<file path="src/rtl/fetch_stage.sv">
// fetch_stage: instruction fetch for the vector processor.
// Owns the PC, addresses the combinational instruction ROM and registers the
// returned word into the IF/ID pipeline register. It handles stall, branch
// redirect with squash, and an end-of-program halt.
// Optional feature macro: FETCH_PERF_CNT_EN adds the fetch_count and
// stall_count performance counters.
//
// Handshake note: there is no valid/ready pair on the ROM side. The ROM
// answers in the same cycle. Toward decode, if_id_valid marks a real
// instruction. stall is decode's back-pressure, and while it is high the
// IF/ID contents are held unchanged.
module fetch_stage #(
    parameter logic [31:0] RESET_PC = 32'd0,
    parameter logic [31:0] PROG_END = 32'd168
) (
    input  logic        clk,
    input  logic        reset,
    input  logic        stall,
    input  logic        branch_taken,
    input  logic [31:0] branch_target,
    output logic [31:0] rom_addr,
    input  logic [31:0] rom_data,
    output logic [31:0] if_id_instr,
    output logic [31:0] if_id_pc,
    output logic        if_id_valid,
    output logic        halted,
    output logic        misalign_err
`ifdef FETCH_PERF_CNT_EN
    ,
    output logic [31:0] fetch_count,
    output logic [31:0] stall_count
`endif
);

    // The halted output is the state register itself.
    typedef enum logic {
        ST_RUN  = 1'b0,
        ST_HALT = 1'b1
    } fetch_state_t;

    fetch_state_t state_q, state_d;
    logic [31:0]  pc_q, pc_d;
    logic [31:0]  instr_q, instr_d;
    logic [31:0]  id_pc_q, id_pc_d;
    logic         valid_q, valid_d;
    logic         misalign_q, misalign_d;
    logic         at_end;

    assign at_end = (pc_q == PROG_END);

    // Next-state logic. Priority is branch > halt > stall > advance.
    // Reset is applied in the register block and takes precedence over all of these.
    always_comb begin
        state_d    = state_q;
        pc_d       = pc_q;
        instr_d    = instr_q;
        id_pc_d    = id_pc_q;
        valid_d    = valid_q;
        misalign_d = misalign_q;
        if (branch_taken) begin
            // Redirect: force word alignment, squash IF/ID, and leave halt.
            pc_d    = {branch_target[31:2], 2'b00};
            instr_d = 32'h0;
            id_pc_d = 32'h0;
            valid_d = 1'b0;
            state_d = ST_RUN;
            if (branch_target[1:0] != 2'b00) begin
                misalign_d = 1'b1;
            end
        end else if (at_end) begin
            // Parked at the end of the program. The PC holds.
            // IF/ID drains to a nop unless decode is stalling.
            state_d = ST_HALT;
            if (!stall) begin
                instr_d = 32'h0;
                id_pc_d = 32'h0;
                valid_d = 1'b0;
            end
        end else if (!stall) begin
            instr_d = rom_data;
            id_pc_d = pc_q;
            valid_d = 1'b1;
            pc_d    = pc_q + 32'd4;
            // Raise halted on the same edge that the PC reaches the end.
            if (pc_d == PROG_END) begin
                state_d = ST_HALT;
            end
        end
    end

    // State registers with synchronous reset.
    always_ff @(posedge clk) begin
        if (reset) begin
            state_q    <= ST_RUN;
            pc_q       <= RESET_PC;
            instr_q    <= 32'h0;
            id_pc_q    <= 32'h0;
            valid_q    <= 1'b0;
            misalign_q <= 1'b0;
        end else begin
            state_q    <= state_d;
            pc_q       <= pc_d;
            instr_q    <= instr_d;
            id_pc_q    <= id_pc_d;
            valid_q    <= valid_d;
            misalign_q <= misalign_d;
        end
    end

`ifdef FETCH_PERF_CNT_EN
    logic [31:0] fetch_cnt_q, fetch_cnt_d;
    logic [31:0] stall_cnt_q, stall_cnt_d;

    // Counter increments follow the same priority as the PC update.
    always_comb begin
        fetch_cnt_d = fetch_cnt_q;
        stall_cnt_d = stall_cnt_q;
        if (!branch_taken && !at_end) begin
            if (stall) begin
                stall_cnt_d = stall_cnt_q + 32'd1;
            end else begin
                fetch_cnt_d = fetch_cnt_q + 32'd1;
            end
        end
    end

    // Counter registers. Both counters wrap silently.
    always_ff @(posedge clk) begin
        if (reset) begin
            fetch_cnt_q <= 32'h0;
            stall_cnt_q <= 32'h0;
        end else begin
            fetch_cnt_q <= fetch_cnt_d;
            stall_cnt_q <= stall_cnt_d;
        end
    end

    assign fetch_count = fetch_cnt_q;
    assign stall_count = stall_cnt_q;
`endif

    assign rom_addr     = pc_q;
    assign if_id_instr  = instr_q;
    assign if_id_pc     = id_pc_q;
    assign if_id_valid  = valid_q;
    assign halted       = (state_q == ST_HALT);
    assign misalign_err = misalign_q;

endmodule

</file>
<file path="config.mk">
export PLATFORM = sky130hd
export DESIGN_NAME = fetch_stage
export DESIGN_NICKNAME = d
export VERILOG_FILES = /design/src/rtl/fetch_stage.sv
export SDC_FILE = /design/constraint.sdc
export NUM_CORES = 1
export LEC_CHECK = 0
export BUFFER_PORTS_ARGS = -buffer_cell sky130_fd_sc_hd__buf_2
export CORE_MARGIN = 3
export CORE_UTILIZATION = 51
export DETAILED_ROUTE_END_ITERATION = 6
export MAX_ROUTING_LAYER = met4
export PLACE_DENSITY = 0.8
export SLEW_MARGIN = 5
export SYNTH_ARGS = -nofsm -noshare
export SYNTH_HDL_FRONTEND = slang
export SYNTH_SLANG_ARGS = --single-unit
</file>
<file path="constraint.sdc">
create_clock -name clk -period 3.2 [get_ports clk]
set_clock_uncertainty 0.15 [all_clocks]
set_input_delay 0.96 -clock clk [delete_from_list [all_inputs] [get_ports clk]]
set_output_delay 0.96 -clock clk [all_outputs]
set_load 0.02 [all_outputs]
</file>
==> out/metrics.yaml <==
start_util_pct: 52.7
worstPathCellList: "inv_1 > ha_1 > nor4bb_1 > nand4_1 > o21ai_4 > buf_4 > nor3_1 > xnor2_1 > a211oi_1"
cts.sinks: 95
hp-class: "flop to flop"
fmax_mhz: 386
grt.total_usage_pct: 24.3
final_nets: 777
worstMarginPinSlew_ns: 0.675
p_per_area_nw_per_um2: 428
max_stage_delay_ns: 0.39
gp_congestion: 0.964
ios: 167
grt_max_degree: 66
final-setup-viol-count: 0
die_x_um: 104
path_clk_slew_ns: 0.12
synthTopCellsByArea: "dfxtp_1 39%, nor2_1 7.8%, mux2i_1 5.8%"
finalHoldViolCount: 0
status: "completed"
clk_latency_ns: 0.38
synth_seq_cells: 95
antenna_cells: 0
seqCellArea_um2: 1900
vias: 4640
totalWireLength_um: 13100
cp_num_buf_inv: 2
synth_edf_count: 0
viasPerCell: 5.52
maxCapViolCount: 0
grt_pass1_wl_um: 21400
crit_slowest_cell: "nand4_1"
period_share_pct: 80.9
numCtsBuffers: 9
port_buffers: 162
rsz0062_at_grt: "no"
startpoint_type: "flop"
grtUsageMet2_pct: 39.4
dieArea_um2: 10700
multiInputGateArea_um2: 2640
clk_path_buf_depth: 2
ir_drop_mv: 0.254
first_global_vias: 4275
crit_path_end_kind: "flop"
arrival_ns: 2.73
busiest_layer: "met2"
die_y_um: 104
drc: 0
drtIter0Drc: 232
synth_top_area_share_pct: 39.1
area_delta_synth_final_pct: 20.1
routed_wire_length_per_instance_um: 15.6
synth_cells: 581
ctsResizeCount: 0
post_cts_buffers: 0
path_class: "flop to flop"
p_leak_nw: 2.47
yosysSeqAreaShare_pct: 39.1
ant_nets: 0
final.fill_count: 840
total_power_mw: 2.50
yosys-top-cells-count: "101 x nor2_1, 95 x dfxtp_1, 39 x a21oi_1, 32 x nor3b_1, 31 x clkbuf_1"
whs_ns: 0.304
maxSlewHeadroom_pct: 55.0
ys_async_sr_fraction_pct: 0
drive_gt1_share_pct: 29.1
drtPass1Iterations: 5
grt_remaining_overflow: 0
antenna_found_initial: 0
met3_usage_pct: 3.55
post-dp-hpwl_um: 9560
cts_hold_buf: 0
synth_cell_type_count: 56
ys_warn_count: 0
core_area_um2: 9240
path_max_fanout: 12
path_delay_family: "simple AND/OR/NAND/NOR gates"
netlist_area_um2: 4870
synth-main-ff-cell: "dfxtp_1"
cts_tree: "yes"
grt_use_met1_pct: 31.5
cts-root-buf: "clkbuf_8"
fin_setup_tns_ns: 0
synth.most_common_cell: "nor2_1"
slew_viol_final: 0
htree_num_levels: 3
fin_crit_ns: 2.59
syn_area_per_cell_um2: 8.38
critical_path_required_ns: 3.34
synth_top_area_cell: "dfxtp_1"
rows: 35
[final timing paths]
| path | from | end | slack, ns | cells past startpoint |
|---|---|---|---|---|
| max | rom_addr[2]$_SDFFE_PP0P_ | rom_addr[21]$_SDFFE_PP0P_ | 0.61 | 9 |
| min | misalign_err$_SDFFE_PP0P_ | misalign_err$_SDFFE_PP0P_ | 0.30 | 2 |
| max reg2reg | rom_addr[2]$_SDFFE_PP0P_ | rom_addr[21]$_SDFFE_PP0P_ | 0.61 | 9 |
| min reg2reg | misalign_err$_SDFFE_PP0P_ | misalign_err$_SDFFE_PP0P_ | 0.30 | 2 |
[placed cells by master (no fill, tap or decap), drive strengths merged, types with 2 or more instances in the layout]
cell type    n
xnor2       26
and4b        2
o2111ai      5
nor2       102
xor2         4
clkbuf       9
nor3        21
a21oi       39
nor2b        3
a311oi       5
o211ai       2
and2         4
nor4b        2
and3         5
conb         4
dfxtp       95
nand2       28
o21ai       10
ha           3
nand4       11
nor3b       32
inv         14
nor4        12
or3          8
a211oi      29
mux2i       28
nand2b       2
and4         5
o31ai        4
nand3       10
clkinv       4
buf        172
[sequential cells by signal, summed over array words and instances (netlist names)]
| name | count |
|---|---|
| halted | 1 |
| if_id_instr | 32 |
| if_id_pc | 30 |
| if_id_valid | 1 |
| misalign_err | 1 |
| rom_addr | 30 |
[final cells by class]
cell class	instances	share of cell area, %
flip-flops and latches	95	32.6
well taps	129	2.76
inverters	11	0.707
clock buffers	9	2.12
clock inverters	7	1.31
repair buffers	172	15.4
multi-input cells	417	45.1
[logic make-up (layout without fill, tap and decap cells)]
family	after synthesis	after routing	synth area share (%)
AOI/OAI and AO/OA	102	102	14.1
and+or+nand+nor	250	250	27.9
buffers and inverters	72	199	6.97
DFF	95	95	39.1
xor gates and xnor gates	30	30	5.40
other	1	4	0.0771
muxes	28	28	5.76
adders and majority gates	3	3	0.771
[metrics by stage]
step / cell area (µm²) / setup WS, ns / util, % / std cells
final: 5840 / 0.611 / 63.2 / 840
after global routing: 5840 / 0.457 / 63.2 / 840
after CTS: 5840 / 0.646 / 63.2 / 840
after floorplan: 4880 / 0.720 / - / 584
after global placement: 5640 / 0.632 / 61.1 / 824
after detailed placement: 5640 / 0.615 / 61.1 / 824
[per-layer routing]
layer  vias up  routed length [µm]
li1       2289                   -
met2       166                6330
met4         0                 291
met1      2158                5680
met3        27                 784
met5         -                   0
[power by group]
part	switching, mW	internal, mW
Sequential	0.0777	1.23
Combinational	0.230	0.165
Clock	0.486	0.310
Total	0.793	1.71
[worst min-delay path: cells and delay by family, from the launching register on]
family	cells	cell delay [ns]
compound gates	1	0.05
flops	1	0.33
buf+inv	1	0.04
(Power assumes the default switching activity.)
